--- src/rtl/sys_types_pkg.sv ---
// sys_types: shared integer types and zero-point encodings for requantizer and dequantizer
package sys_types;
    typedef logic signed [7:0]  int8_t;
    typedef logic signed [15:0] int16_t;
    localparam int NORM_ZERO_POINT    = -128;
    localparam int SPECIAL_ZERO_POINT = -1;
    localparam int LANES_PER_WORD     = 4;
    typedef enum logic {IDLE, UNPACK} unpack_state_e;
endpackage

--- src/rtl/dequant_unpack_unit_zp_subtract.sv ---
// zp_subtract: int8 minus zero point in 9-bit signed, sign-extended to int16
module zp_subtract
    import sys_types::*;
(
    input  int8_t  x_i,
    input  int8_t  zp_i,
    output int16_t y_o
);
    logic signed [8:0] diff;
    // 9 bits covers every int8 minus int8 result without overflow
    always_comb begin
        diff = {x_i[7], x_i} - {zp_i[7], zp_i};
        y_o  = {{7{diff[8]}}, diff};
    end
endmodule

--- src/rtl/dequant_unpack_unit.sv ---
// dequant_unpack_unit: unpacks int8 lanes, removes zero point, streams one int16 lane per beat
module dequant_unpack_unit
    import sys_types::*;
#(
    parameter int LANES      = LANES_PER_WORD,
    parameter int NORM_ZP    = NORM_ZERO_POINT,
    parameter int SPECIAL_ZP = SPECIAL_ZERO_POINT
) (
    input  logic                     clk,
    input  logic                     reset,
    input  logic                     in_valid,
    output logic                     in_ready,
    input  logic [8*LANES-1:0]       in_data,
    input  logic [$clog2(LANES):0]   in_nlanes,
    input  logic                     in_last,
    input  logic                     in_choose_zp,
    output logic                     out_valid,
    input  logic                     out_ready,
    output logic [15:0]              out_data,
    output logic [$clog2(LANES)-1:0] out_lane,
    output logic                     out_last
);
    localparam int LW = $clog2(LANES);
    localparam int NW = LW + 1;

    unpack_state_e      state_q, state_d;
    logic [LW-1:0]      lc_q, lc_d;
    logic [NW-1:0]      nl_q, nl_in;
    logic [8*LANES-1:0] word_q;
    logic               last_q;
    int8_t              zp_q;
    int16_t             diff;
    logic               last_lane, accept, xfer;

    assign nl_in     = (in_nlanes == '0 || in_nlanes > NW'(LANES)) ? NW'(LANES) : in_nlanes;
    assign last_lane = {1'b0, lc_q} == nl_q - NW'(1);
    assign in_ready  = state_q == IDLE || (out_ready && last_lane);
    assign out_valid = state_q == UNPACK;
    assign accept    = in_valid && in_ready;
    assign xfer      = out_valid && out_ready;

    zp_subtract u_sub (
        .x_i (word_q[8*lc_q +: 8]),
        .zp_i(zp_q),
        .y_o (diff)
    );

    // Outputs read only held registers, so backpressure keeps them stable
    always_comb begin
        out_data = out_valid ? diff : '0;
        out_lane = out_valid ? lc_q : '0;
        out_last = out_valid && last_q && last_lane;
    end

    // Next state: advance lane on transfer, retire word on last lane, new word overrides
    always_comb begin
        state_d = state_q;
        lc_d    = lc_q;
        if (xfer) begin
            lc_d    = last_lane ? lc_q : lc_q + LW'(1);
            state_d = last_lane ? IDLE : state_q;
        end
        if (accept) begin
            state_d = UNPACK;
            lc_d    = '0;
        end
    end

    // State, lane counter and word capture; word fields are sampled only at accept
    always_ff @(posedge clk) begin
        if (reset) begin
            state_q <= IDLE;
            lc_q    <= '0;
            nl_q    <= NW'(LANES);
            word_q  <= '0;
            last_q  <= 1'b0;
            zp_q    <= '0;
        end else begin
            state_q <= state_d;
            lc_q    <= lc_d;
            if (accept) begin
                word_q <= in_data;
                nl_q   <= nl_in;
                last_q <= in_last;
                zp_q   <= in_choose_zp ? int8_t'(SPECIAL_ZP) : int8_t'(NORM_ZP);
            end
        end
    end
endmodule

--- config.mk ---
export PLATFORM = sky130hd
export DESIGN_NAME = dequant_unpack_unit
export DESIGN_NICKNAME = d
export VERILOG_FILES = /design/src/rtl/sys_types_pkg.sv /design/src/rtl/dequant_unpack_unit_zp_subtract.sv /design/src/rtl/dequant_unpack_unit.sv
export SDC_FILE = /design/constraint.sdc
export NUM_CORES = 1
export LEC_CHECK = 0
export ABC_AREA = 1
export CAP_MARGIN = 20
export CORE_MARGIN = 2
export CORE_UTILIZATION = 40
export CTS_BUF_LIST = sky130_fd_sc_hd__clkbuf_4
export CTS_CLUSTER_SIZE = 40
export DETAILED_ROUTE_END_ITERATION = 12
export PLACE_DENSITY = 0.66
export REMOVE_ABC_BUFFERS = 1
export SYNTH_ARGS = -nofsm -noshare
export SYNTH_HDL_FRONTEND = slang
export SYNTH_HIERARCHICAL = 1
export SYNTH_SLANG_ARGS = --single-unit
--- constraint.sdc ---
create_clock -name clk -period 3.71 [get_ports clk]
set_input_delay 1.113 -clock clk [delete_from_list [all_inputs] [get_ports clk]]
set_output_delay 1.113 -clock clk [all_outputs]
set_load 0.01 [all_outputs]
### Word level (Yosys, flattened, before mapping)

Cells that the tools add are included.

| storage, ports and cells | value |
|---|---|
| bits in registers | 47 |
| memory bits (read-only) | 0 |
| output and inout bits | 21 |
| memories kept | 0 |
| latch bits | 0 |
| memory bits (writable) | 0 |

| operators by class | value |
|---|---|
| shifts and indexed selects | 1 |
| $lt $le $gt $ge | 1 |
| bitwise gates (word level) | 2 |
| add/sub/neg operators | 3 |
| divide/modulo/power cells | 0 |
| eq/ne operators | 1 |
| reduce and logical (&&, ||, !) cells | 13 |
| multiplexer cells | 7 |
| multipliers | 0 |

Operator list:

| cell | count |
|---|---|
| variable part select 32 x 6 -> 8 bit | 1 |
| two-way mux 16 bit | 1 |
| subtractor 8 x 8 -> 9 bit | 1 |
| two-way mux 7 bit | 1 |
| logical AND 1 bit | 5 |
| AND reduction 2 bit | 2 |
| nonzero test 2 bit | 2 |
| equality test 2 x 3 -> 1 bit | 1 |
| greater-than comparator 3 bit (second input constant) | 1 |
| logical NOT 3 bit | 1 |
| two-way mux 1 bit | 3 |
| two-way mux 3 bit | 1 |
| subtractor 3 x 1 -> 3 bit (second input constant) | 1 |
| adder 2 x 1 -> 2 bit (second input constant) | 1 |
| logical OR 1 bit | 2 |
| two-way mux 2 bit | 1 |
| inverter 1 bit | 2 |
| OR reduction 2 bit | 1 |

### Logic depth before layout (Yosys ltp)

Gate-level depths: netlist of run 1.

| logic depth | value |
|---|---|
| depth in word-level cells | 7 |
| gate-level depth with buffers | 17 |

### Hierarchy

Netlist of run 1, hierarchy kept.

Modules (own cells, without submodules):

| module | times used | cells each | area each (um^2) | seq. area each (um^2) |
|---|---|---|---|---|
| dequant_unpack_unit | 1 | 366 | 2,294.7 | 820.8 |
| zp_subtract | 1 | 89 | 484.2 | 0.0 |

### Least setup slack after synthesis of run 1

Ideal clock, no wire load.

| path | value |
|---|---|
| kind | register to output |
| start point | reg lc_q[0] |
| end point | out out_data[14] |
| data arrival time | 2,419 ps |
| slack | 178 ps |
| path buffers | 3 |
| stages on the path, launching flop included | 18 |
| cells stage by stage | dfxtp_1 clkbuf_1 buf_2 nor2_1 o22ai_1 inv_1 ha_1 fa_1 inv_1 nand2_1 nand2_1 nand3_1 nand2_1 nand2_1 nand2_1 buf_4 nand2_1 inv_1 |

| on the way | value |
|---|---|
| cells in the longest elaborated chain, start to end | 3 |

RTL lines:

| item | line | text |
|---|---|---|
| start: declaration | dequant_unpack_unit.sv:27 | `logic [LW-1:0] lc_q, lc_d;` |
| start signal: assignment | dequant_unpack_unit.sv:80 | `lc_q <= lc_d;` |
| variable part select 32 x 6 -> 8 bit | dequant_unpack_unit.sv:43 | `.x_i (word_q[8*lc_q +: 8]),` |
| subtractor 8 x 8 -> 9 bit | dequant_unpack_unit_zp_subtract.sv:12 | `diff = {x_i[7], x_i} - {zp_i[7], zp_i};` |
| via diff[8] | dequant_unpack_unit.sv:32 | `int16_t diff;` |
| two-way mux 16 bit | dequant_unpack_unit.sv:50 | `out_data = out_valid ? diff : '0;` |
| end: declaration | dequant_unpack_unit.sv:19 | `output logic [15:0] out_data,` |

The timed path passes the listed nets, and every way through them passes these cells.

### Worst setup path in the final report of run 1

| path | value |
|---|---|
| start point | reg lc_q[0] |
| end point | out out_data[11] |

Same word-level chain as after synthesis.

==> results of run 1 <==
## power by group through the flow
stage / combinational [W] / clock (W) / sequential (W)
final: 0.000537 / 0.000215 / 0.000507
after global routing: 0.000617 / 0.000241 / 0.000512
after CTS: 0.000521 / 0.000218 / 0.000505
after detailed placement: 0.000505 / 0 / 0.000515
after global placement: 0.000495 / 0 / 0.000515
after floorplan: 0.000307 / 0 / 0.000514
## synthesized netlist by cell type (all sizes together)
cell | instances | area, sq um
o21ai | 16 | 80.1
nor2 | 61 | 229
buf | 25 | 179
nand3 | 44 | 225
o22ai | 8 | 50.1
nand3b | 3 | 22.5
clkbuf | 8 | 30.0
a21oi | 40 | 200
nand2 | 101 | 389
fa | 1 | 20.0
xor2 | 1 | 8.76
inv | 87 | 327
ha | 10 | 125
nand4 | 3 | 25.0
dfxtp | 41 | 821
or2 | 2 | 12.5
xnor2 | 4 | 35.0
## through the flow
| step | cell area, sq um | setup TNS [ns] | total power, W | utilization (%) | hold WS [ns] |
|---|---|---|---|---|---|
| 2_1_floorplan | 2570 | 0 | 0.000821 | - | 0.424 |
| 3_3_place_gp | 3400 | 0 | 0.00101 | 50.4 | 0.440 |
| 3_5_place_dp | 3400 | -0.447 | 0.00102 | 50.4 | 0.446 |
| 4_1_cts | 3510 | 0 | 0.00124 | 52.0 | 0.465 |
| 5_1_grt | 3560 | -0.215 | 0.00137 | 52.7 | 0.510 |
| 6_report | 3560 | 0 | 0.00126 | 52.7 | 0.463 |
## cells in the final DEF, fill, tap and decap left out, drive strengths merged, types with 2 or more instances in the layout
master,n
nor2,61
nand2,101
a21oi,40
clkdlybuf4s15,2
ha,10
clkdlybuf4s50,46
or2,2
clkbuf,10
o22ai,8
o21ai,16
xnor2,4
inv,87
clkinv,3
nand4,3
dlygate4sd2,2
nand3b,3
buf,30
dfxtp,41
nand3,44
## final timing paths
| check | start | to | cells after the start |
|---|---|---|---|
| min | zp_q[7] | zp_q[7] | 2 |
| min reg2reg | zp_q[7] | zp_q[7] | 2 |
| max | lc_q[0] | out_data[11] | 14 |
| max reg2reg | nl_q[0] | word_q[27] | 11 |
## area by class of cell
| class | instances | share of cell area [%] |
|---|---|---|
| timing repair buffer | 86 | 21.5 |
| clock inverter | 3 | 0.351 |
| sequential | 41 | 23.2 |
| tap | 80 | 2.81 |
| clock buffer | 5 | 1.05 |
| multi-input combinational | 294 | 41.7 |
| inverter | 87 | 9.31 |
## worst min-delay path, stage by stage, from the launching register on
cell and delay [ns]:
dfxtp_1 0.33, inv_1 0.05, a21oi_1 0.05
## sequential cells by signal, indices dropped and copies added, names as in the netlist
register   cells
last_q         1
out_valid      1
nl_q           3
lc_q           2
zp_q           2
word_q        32
## repair_timing
action / 4_1_cts / 5_1_grt
gates resized for setup: 36 / 40
endpoints found under the hold margin: 0 / 0
pin swaps: 7 / 16
setup endpoints to repair: 14 / 13
buffers inserted: 5 / 3
## cell families after synthesis
| group | after synthesis | share of synthesized area (%) |
|---|---|---|
| adders and majority gates | 11 | 5.22 |
| xor gates and xnor gates | 5 | 1.58 |
| AOI/OAI and AO/OA | 64 | 11.9 |
| buffers and inverters | 120 | 19.3 |
| and+or+nand+nor | 214 | 32.5 |
| DFF | 41 | 29.5 |
## per-layer routing
layer | up-vias | GRT usage (%)
met4 | 0 | 6.29
met1 | 1272 | 22.0
met5 | - | 0
met2 | 61 | 30.2
met3 | 7 | 1.99
li1 | 1504 | -
==> reports/metrics.csv, run 1 <==
stage;metric;value;unit
run_status;outcome;finished, final reports clean;
synthesis;synth-seq-cells;41;
route;wirelength;6330;um
pwr;pwr-share-comb;42.7;%
synthesis;synth_cells;455;
timing;rsz0062_at_grt;true;
floorplan;coreArea;0.00676;sq mm
floorplan;rows;30;
timing;finalWorstSetupSlack;0.153;ns
placed_design;dpl.hpwl;4500;um
route;viasPerCell;4.77;
timing;max_freq;281;MHz
grt;antenna_found_initial;0;
route;dr_wl_met2;3020;um
setup_path;critPathMaxFanout;8;
timing;worst_pin_slew;0.659;ns
setup_path;crit_type;reg2out;
clock_network;path_clk_slew;0.13;ns
grt;grt_max_degree;71;
setup_path;start_kind;register;
floorplan;die_w;87.4;um
setup_path;arrival;2.44;ns
clock_network;cts-buffers-inserted;5;
setup_path;crit_path_cell_trace;inv_6 > buf_4 > o21ai_1 > o22ai_2 > ha_1 > or2_1 > nand3_2 > nand2_1 > nand2_1 > nand2_2 > buf_6 > nand2_1 > inv_1 > buf_2;
setup_path;cp_slowest_cell;dfxtp_4;
finish;fillCellCount;724;
floorplan;ios;62;
setup_path;crit_buf_inv;5;
setup_path;worstPathRequired;2.60;ns
setup_path;reg2reg_setup_slack;1.56;ns
timing;finalClockSkew;0.0120;ns
pwr;p_int;0.000802;W
placed_design;placedCellCount;580;
clock_network;cts_tree;built;
route;met1_length;2950;um
route;met3WireLength;282;um
route;first_pass_iters;4;
clock_network;htree_levels;2;
pwr;switching_share;36.3;%
pwr;power.share.sequential;40.3;%
pwr;p_leak;1.95;nW
pwr;p_switching;0.000457;W
timing;setup_viol;0;
route;drtAntennaViolNets;0;
route;drt_iter0_drc;139;
synthesis;yosysUniqueCellTypes;25;
timing;slew_headroom;56.1;%
pwr;ir_drop;0.000177;V
route;maxUsedRoutingLayer;met4;
setup_path;crit_path_end_kind;primary output;
finish;fin_cells;596;
job;maxCapViolations;0;
setup_path;crit_top_cell;nand2_1;
synthesis;avgSynthCellArea;6.11;sq um
floorplan;die_h;87.4;um
pwr;p_clk_share;17.0;%
timing;hold_viol;0;
clock_network;clkSinkCount;41;
route;drc;0;
grt;grt_pass1_vias;2558;
finish;multiInputGateArea;0.00149;sq mm
finish;layout.nets;567;
floorplan;die_area;0.00763;sq mm
placed_design;routabilityCongestion;0.822;
finish;area_growth;28.1;%
setup_path;cpPeakStageDelay;0.41;ns
finish;drive_gt1_share;13.2;%
synthesis;ys_seq_area_share;29.5;%
clock_network;clkLatencyLatePin;0.35;ns
finish;seq_area;827;sq um
timing;slew_violations;0;
timing;fin_crit;3.56;ns
clock_network;clock_path_buffers;2;
hold_path;hold_path.class;reg2reg;
route;vias;2844;
route;wire_per_inst;10.6;um
grt;track_usage;17.4;%
finish;diodes;0;
synthesis;yosys_warnings;6;
clock_network;ctsHoldBuffers;0;
floorplan;start_util;41.1;%
pwr;p_per_area;353;mW/mm^2
clock_network;ctsRootBufferMaster;clkbuf_4;
grt;grt_overflow;0;
setup_path;crit_family;simple AND/OR/NAND/NOR gates;
placed_design;numPortBuffers;61;
grt;grt_pass1_wl;10700;um
synthesis;syn_area;0.00278;sq mm
timing;min_period_over_period;95.9;%
placed_design;post-place-ws;-0.0718;ns
No activity file was read; power rests on OpenSTA's default activity.
==> inputs of run 2 (changes only) <==
Settings changed: CORE_UTILIZATION 40 to 29, DONT_BUFFER_PORTS set to 1, PLACE_DENSITY 0.66 to unset.
==> run 2 against run 1 <==
  * Setup slack improved by 0.059 ns
  * Flip-flop and latch count unchanged
  * Critical path depth shrank 3
  * Global-route usage fell by 4.9 points
  * Core utilization is 21 points lower
  * Total power about the same
  * Die area is 36% higher
  * Wire length down 1.1%
  * Largest power group is now sequential cells
  * Sequential share of layout area grew 5.0 points
  * Non-clock buffer count decreased by 76
  * Clock skew fell by 0.0018 ns
  * Sequential power is essentially flat
==> reports/metrics.csv, run 2 (synthesized netlist as in run 1, its figures left out) <==
stage;metric;value;unit;change
run_status;outcome;finished, final reports clean;;
grt;grt_overflow;0;;unchanged
setup_path;reg2reg_depth;11;;unchanged
setup_path;cp-startpoint;lc_q[0];;
setup_path;cp-endpoint;out_data[8];;
grt;antenna_found_initial;0;;unchanged
clock_network;htree_levels;2;;unchanged
placed_design;numPortBuffers;0;;-100%
route;viasPerCell;4.41;;-7.6%
clock_network;clkSinkCount;41;;unchanged
setup_path;reg2reg_setup_slack;1.51;ns;-0.05 ns
floorplan;rows;35;;+17%
finish;postLayoutCellArea;0.00293;sq mm;-18%
timing;hold_ws;0.452;ns;-0.0105 ns
placed_design;dpl.hpwl;4530;um;+0.68%
pwr;p_per_area;429;mW/mm^2;+22%
finish;layout_top_registers;word_q x32, nl_q x3;;
clock_network;path_clk_slew;0.13;ns;about the same
setup_path;start_kind;register;;
setup_path;crit_path_end_kind;primary output;;
hold_path;hp-start;zp_q[7];;
setup_path;arrival;2.38;ns;-0.06 ns
floorplan;ios;62;;unchanged
route;wirelength;6270;um;-1.1%
clock_network;cts_tree;built;;
pwr;p_leak;1.60;nW;-18%
timing;setup_viol;0;;unchanged
placed_design;routabilityCongestion;0.775;;-5.7%
finish;final_util;31.5;%;-21 points
setup_path;rr_endpoint;word_q[19];;
grt;grt_max_degree;71;;unchanged
setup_path;crit_type;reg2out;;
grt;track_usage;12.5;%;-4.9 points
finish;regMostFlops;word_q;;
grt;grt_pass1_vias;2229;;-13%
finish;diodes;0;;unchanged
clock_network;cts-buffers-inserted;5;;unchanged
setup_path;worstPathRequired;2.60;ns;about the same
job;maxCapViolations;0;;unchanged
clock_network;clock_path_buffers;2;;unchanged
timing;finalClockSkew;0.0102;ns;-0.00184 ns
floorplan;coreArea;0.00928;sq mm;+37%
setup_path;critPathMaxFanout;13;;+5
placed_design;postPlaceCellArea;0.00277;sq mm;-19%
floorplan;die_w;102;um;+17%
timing;slew_headroom;55.0;%;-1.1 points
finish;area_growth;5.40;%;
finish;drive_gt1_share;7.95;%;-5.2 points
finish;mostFrequentLayoutCells;97 x nand2_1, 80 x inv_1, 61 x nor2_1;;
grt;grt_pass1_wl;10500;um;-2.3%
setup_path;r2r-start;nl_q[0];;
route;wire_per_inst;11.0;um;+3.6%
timing;max_freq;286;MHz;+1.7%
timing;rsz0062_at_grt;true;;
finish;layout.nets;491;;-13%
finish;largest_reg_flops;32;;unchanged
hold_path;hold_path.class;reg2reg;;
floorplan;die_h;102;um;+17%
route;drc;0;;unchanged
timing;tns;0;ns;unchanged
route;drt_iter0_drc;161;;+16%
timing;min_period_over_period;94.3;%;-1.6 points
floorplan;die_area;0.0104;sq mm;+36%
timing;hold_viol;0;;unchanged
route;vias;2510;;-12%
timing;slew_violations;0;;unchanged
placed_design;placedCellCount;556;;-4.1%
clock_network;clkLatencyLatePin;0.35;ns;about the same
timing;fin_crit;3.50;ns;-0.0590 ns
finish;fin_cells;569;;-4.5%
floorplan;start_util;29.9;%;-11 points
finish;final_common_cell;nand2_1;;
clock_network;ctsRootBufferMaster;clkbuf_4;;
pwr;ir_drop;0.000280;V;+58%
timing;worst_pin_slew;0.675;ns;+0.0158 ns
route;drtAntennaViolNets;0;;unchanged
route;first_pass_iters;4;;unchanged
==> run 2: how the worst min path moves through the flow <==
stage | end | slack, ns | cells after the start
2_1_floorplan | zp_q[7] | 0.42 | 2
3_3_place_gp | zp_q[7] | 0.43 | 2
3_5_place_dp | zp_q[7] | 0.44 | 2
4_1_cts | zp_q[7] | 0.46 | 2
5_1_grt | zp_q[7] | 0.49 | 2
6_report | zp_q[7] | 0.45 | 2
==> run 2: critical path, cell delays in order (launching register included) <==
cell	delay, ns
dfxtp_4	0.41
buf_4	0.19
o21ai_0	0.09
o22ai_1	0.24
ha_1	0.34
nand2_1	0.10
inv_1	0.04
a21oi_1	0.19
nand3_1	0.14
nand2_4	0.13
nand2_1	0.06
inv_1	0.10
==> run 2: repair_timing <==
item                                    in CTS  in global routing
buffers inserted                             3                  2
endpoints found under the setup margin       8                 11
gates resized for setup                      3                 11
hold buffers                                 0                  0
==> run 2: cell type report <==
cell class / count / area (sq um)
Clock buffer: 5 / 37.5
Clock inverter: 3 / 65.1
Fill cell: 1051 / 6350
Inverter: 87 / 329
Multi-Input combinational cell: 294 / 1440
Sequential cell: 41 / 826
Tap cell: 129 / 161
Timing Repair Buffer: 10 / 72.6
==> run 2: per-stage QoR <==
| stage | setup slack [ns] | power (W) |
|---|---|---|
| CTS | 0.0535 | 0.00126 |
| global placement | 0.322 | 0.000893 |
| finish | 0.212 | 0.00126 |
| global route | -0.00251 | 0.00136 |
| floorplan | 0.360 | 0.000821 |
| detailed placement | 0.245 | 0.000900 |
==> run 2: per-layer routing <==
| layer | wire length (um) | part of all wire (%) | vias to the layer above | GRT usage (%) |
|---|---|---|---|---|
| li1 | - | - | 1361 | - |
| met1 | 3280 | 52 | 1083 | 18.0 |
| met2 | 2680 | 43 | 64 | 19.2 |
| met3 | 286 | 4.6 | 2 | 2.80 |
| met4 | 21 | 0.34 | 0 | 2.46 |
| met5 | 0 | 0 | - | 0 |
==> run 2: report_power, final <==
group	internal (W)	switching, W
combinational	0.000147	0.000247
clock	0.000209	0.000147
sequential	0.000480	0.0000291
==> inputs of run 3 (changes only) <==
Settings changed: PLACE_DENSITY set to 0.44.
Clock period 3.71 ns to 4.2 ns, I/O delays scaled along.
==> run 3 against run 2 <==
  * Via count down 1.0%
  * Critical path depth is 4 higher
  * Hold slack improved by 0.0051 ns
  * Global-route usage up 0.46 points
  * Die area stayed put
  * Clock power down 43%
  * Core utilization shrank 1.1 points
  * Clock skew grew 0.0048 ns
  * Cell count shrank 1.1%
  * Cell area down 3.6%
  * Flip-flop and latch count stayed put
  * Total power fell by 21%
==> reports/metrics.csv, run 3 (synthesized netlist as in run 1, its figures left out) <==
stage;metric;value;unit;change
job;maxCapViolations;0;;unchanged
setup_path;critPathMaxFanout;18;;+5
setup_path;arrival;2.65;ns;+0.27 ns
hold_path;hp-start;zp_q[7];;
floorplan;die_h;102;um;unchanged
grt;track_usage;12.9;%;+0.46 points
finish;drive_gt1_share;4.62;%;-3.3 points
hold_path;whs_path_depth;2;;unchanged
timing;finalWorstSetupSlack;0.289;ns;+0.0765 ns
clock_network;cts-buffers-inserted;5;;unchanged
setup_path;r2r-start;nl_q[0];;
setup_path;reg2reg_setup_slack;2.00;ns;+0.49 ns
clock_network;postCtsSetupBuffers;0;;-3
setup_path;reg2reg_depth;11;;unchanged
timing;max_freq;256;MHz;
clock_network;clock_path_buffers;2;;unchanged
route;wirelength;6470;um;+3.2%
floorplan;die_area;0.0104;sq mm;unchanged
placed_design;post-place-ws;0.453;ns;+0.208 ns
finish;mostFrequentLayoutCells;98 x nand2_1, 85 x inv_1, 61 x nor2_1;;
hold_path;min_to;zp_q[7];;
finish;final_util;30.4;%;-1.1 points
floorplan;rows;35;;unchanged
placed_design;routabilityCongestion;0.785;;+1.3%
placed_design;dpl.hpwl;4600;um;+1.6%
finish;fillCellCount;1114;;+6.0%
setup_path;cp-startpoint;lc_q[0];;
clock_network;cts_resized;0;;-3
clock_network;htree_levels;2;;unchanged
timing;min_period_over_period;93.1;%;
setup_path;crit_type;reg2out;;
pwr;p_per_area;350;mW/mm^2;-18%
finish;largest_reg_flops;32;;unchanged
route;first_pass_iters;5;;+1
grt;grt_overflow;0;;unchanged
setup_path;rr_endpoint;word_q[27];;
setup_path;start_kind;register;;
timing;setup_viol;0;;unchanged
timing;tns;0;ns;unchanged
placed_design;numPortBuffers;0;;unchanged
floorplan;die_w;102;um;unchanged
floorplan;coreArea;0.00928;sq mm;unchanged
timing;hold_viol;0;;unchanged
clock_network;ctsHoldBuffers;0;;unchanged
finish;regMostFlops;word_q;;
grt;antenna_found_initial;1;;+1
finish;fin_cells;563;;-1.1%
timing;worst_pin_slew;1.01;ns;+0.334 ns
pwr;ir_drop;0.000104;V;-63%
grt;grt_pass1_vias;2321;;+4.1%
route;vias;2484;;-1.0%
grt;grt_pass1_wl;10600;um;+1.4%
floorplan;ios;62;;unchanged
clock_network;clkLatencyLatePin;0.36;ns;about the same
hold_path;hold_path.class;reg2reg;;
clock_network;clkSinkCount;41;;unchanged
route;wire_per_inst;11.5;um;+4.3%
finish;layout_top_registers;word_q x32, nl_q x3;;
timing;rsz0062_at_grt;false;;
clock_network;cts_tree;built;;
route;drt_iter0_drc;100;;-38%
floorplan;start_util;29.9;%;unchanged
timing;slew_violations;0;;unchanged
timing;slew_headroom;32.6;%;-22 points
run_status;outcome;finished, final reports clean;;
finish;area_growth;1.62;%;
setup_path;crit_path_end_kind;primary output;;
clock_network;path_clk_slew;0.13;ns;about the same
route;drtAntennaViolNets;0;;unchanged
pwr;p_leak;1.56;nW;-2.5%
setup_path;worstPathRequired;2.94;ns;+0.34 ns
timing;fin_crit;3.91;ns;
timing;finalClockSkew;0.0150;ns;+0.00478 ns
route;drc;0;;unchanged
finish;final_common_cell;nand2_1;;
finish;layout.nets;484;;-1.4%
grt;grt_max_degree;71;;unchanged
placed_design;placedCellCount;554;;-0.36%
clock_network;ctsRootBufferMaster;clkbuf_4;;
route;viasPerCell;4.41;;about the same
[run 3: how the worst max path moves through the flow]
stage	slack [ns]	cells after the start	end
global placement	0.55	15	out_data[9]
floorplan	0.70	14	out_data[10]
finish	0.29	15	out_data[13]
detailed placement	0.45	15	out_data[13]
CTS	0.03	15	out_data[13]
global route	0.01	15	out_data[10]
[run 3: cell type report]
cell class	count	area [sq um]	area share, %
Inverter	87	329	11.7
Tap cell	129	161	5.72
Timing Repair Buffer	3	22.5	0.798
Sequential cell	41	823	29.2
Clock inverter	3	22.5	0.798
Multi-Input combinational cell	294	1430	50.5
Antenna cell	1	2.50	0.0886
Clock buffer	5	37.5	1.33
[run 3: routing by layer]
layer / up-vias / GRT usage, % / part of all wire (%)
met5: - / 0 / 0
met4: 0 / 4.31 / 1.4
met3: 6 / 2.19 / 2.9
met2: 48 / 20.6 / 43
met1: 1081 / 17.9 / 53
li1: 1349 / - / -
[run 3: metrics by stage]
| step | hold slack [ns] | total power (W) | cell area (sq um) |
|---|---|---|---|
| after floorplan | 0.424 | 0.000726 | 2570 |
| after global placement | 0.437 | 0.000793 | 2750 |
| after detailed placement | 0.440 | 0.000796 | 2750 |
| after CTS | 0.459 | 0.00100 | 2810 |
| after global routing | 0.467 | 0.00108 | 2820 |
| final | 0.457 | 0.000989 | 2820 |
[run 3: report_power, final]
group	internal [W]	total, W	switching (W)	leakage [nW]
logic	0.000123	0.000329	0.000206	1.18
registers	0.000425	0.000456	0.0000314	0.341
clock network	0.0000663	0.000204	0.000138	0.0352
total	0.000614	0.000989	0.000375	1.56
[run 3: worst max-delay path, cell delays in order, from the launching register on]
cell and delay [ns]:
dfxtp_2 0.41, inv_4 0.17, o21ai_0 0.10, o22ai_1 0.13
inv_1 0.07, ha_1 0.23, fa_1 0.41, inv_1 0.07
nand2_1 0.05, nand2_1 0.10, nand3_1 0.10, nand2_1 0.08
nand2_1 0.05, nand2_2 0.12, nand2_1 0.07, inv_1 0.14
==> variant, RTL diff (settings of run 1) <==
Make the reset (`reset`) asynchronous in one clocked block.
--- a/src/rtl/dequant_unpack_unit.sv
+++ b/src/rtl/dequant_unpack_unit.sv
@@ -69,3 +69,3 @@
     // State, lane counter and word capture; word fields are sampled only at accept
-    always_ff @(posedge clk) begin
+    always_ff @(posedge clk or posedge reset) begin
         if (reset) begin
Function: differs if reset is asserted again (counterexample within 4 cycles, from zero or initial values and one cycle with reset high); with reset held inactive, the same outputs for 10 cycles.
==> variant against run 1 <==
- final area decreased by 0.63%
- die area fell by 5.6%
- cell count is 12% lower
- worst setup slack worse by 0.10 ns
- clock skew grew 0.0054 ns
- synthesized area decreased by 5.9%
- routed wire length decreased by 8.0%
- sequential cell count unchanged
- critical path depth is 1 lower
- critical path type unchanged
Power is not shown: default switching activity piles up to over one toggle a cycle in this logic, so the estimate is an artifact.
==> variant: results (changes against run 1) <==
first-pass GRT wire length=9.770 mm (-9.0%); Initial DRC Count=98 (-29%); largest net degree at the start of global routing=42 (-41%); Synth async-reset ratio=1.000 (+1.000); worst-skew pair later-pin latency=0.35 ns (about the same); Synth area leaders=dfrtp_1 38%, nand2_1 23%, inv_1 7.6%; Layout Nets=500 (-12%); most frequent cells after synthesis=158 x nand2_1, 53 x inv_1, 40 x dfrtp_1; HPWL after DPL=4.096 mm (-8.9%); Worst Skew=0.01740 ns (+0.005382 ns); status=finished clean; synth unique cells=27 (+8.0%); vias in the first global route=2216 (-13%); Worst-Margin Slew=0.7066 ns (+0.04782 ns); ys flop type=dfrtp_1; Arrival @ worst endpoint=2.55 ns (+0.11 ns); warnings from Yosys=6 (unchanged); global placer's final weighted congestion=0.8830 (+7.4%); Clock transition at path regs=0.13 ns (about the same); GRT Total Usage=0.1676 (-0.005981); fill cell count=609 (-16%); Crit path largest cell delay=0.46 ns (+0.05 ns); delay-heaviest family, CP=simple AND/OR/NAND/NOR gates; hold crit path type=reg2reg; CP max stage cell=dfrtp_2; dpl cell area=0.003296 mm^2 (-3.2%); CTS buffer count=5 (unchanged); worst-path fanout max=13 (+5); post-synthesis sequential area ratio=0.3928 (+0.09746); Avg Vias per Cell=4.567 (-4.3%); layout cells sized above 1=0.2183 (+0.08648); Routed WL per cell=11.07 um (+4.2%)
## variant: changes by cell type after synthesis, sizes merged, moves of 3 or more
| cell | run 1 | this run |
|---|---|---|
| a21oi | 40 | 4 |
| buf | 25 | 17 |
| clkbuf | 8 | 4 |
| dfrtp | 0 | 40 |
| dfxtp | 41 | 0 |
| inv | 87 | 56 |
| nand2 | 101 | 169 |
| nand3 | 44 | 9 |
| nand4 | 3 | 0 |
| nor2 | 61 | 24 |
| o21ai | 16 | 20 |
## variant: area by class of cell
type | count | area (um^2) | share of cell area
Inverter | 56 | 215.2 | 0.06082
Clock buffer | 7 | 52.55 | 0.01485
Tap cell | 77 | 96.34 | 0.02723
Clock inverter | 1 | 5.005 | 0.001414
Multi-Input combinational cell | 254 | 1344 | 0.3798
Sequential cell | 41 | 1030 | 0.2910
Timing Repair Buffer | 90 | 795.8 | 0.2249
## variant: metrics by stage
| step | setup WS (ns) | std cells | hold slack (ns) |
|---|---|---|---|
| after floorplan | 0.3263 | 351 | 0.4336 |
| after global placement | -0.01347 | 508 | 0.4503 |
| after detailed placement | -0.1117 | 508 | 0.4576 |
| after CTS | -0.09999 | 521 | 0.4829 |
| after global routing | -0.1242 | 526 | 0.5171 |
| final | 0.05029 | 526 | 0.4838 |
## variant: cells by family after synthesis
kind of cell | Yosys count | synth area share
AND/OR/NAND/NOR | 207 | 0.3263
flip-flops | 41 | 0.3928
adder cells (fa/ha/maj) | 11 | 0.05550
AO/OA/AOI/OAI | 32 | 0.06507
XOR/XNOR | 4 | 0.01340
buffers and inverters | 77 | 0.1469
## variant: final timing paths
check / from / to / slack [ns] / cells after the start
worst max register to register: nl_q[0] / word_q[21] / 1.68 / 11
worst min register to register: zp_q[7] / zp_q[7] / 0.48 / 1
worst max-delay path: lc_q[0] / out_data[12] / 0.05 / 13
max in group asynchronous: reset / lc_q[1] / 2.15 / 3
worst min-delay path: zp_q[7] / zp_q[7] / 0.48 / 1
min in group asynchronous: reset / word_q[26] / 1.18 / 3
## variant: per-layer routing
layer	wire length, um	track usage
met5	0	0
met4	79	0.05195
met3	276	0.02821
met2	2824	0.2799
met1	2645	0.2237
## variant: what timing repair did
action                                  in CTS  in global routing
gates resized for setup                     35                 69
hold endpoints to repair                     0                  0
endpoints found under the setup margin      14                 14
setup buffers                                5                  5
pin swaps                                    3                 16
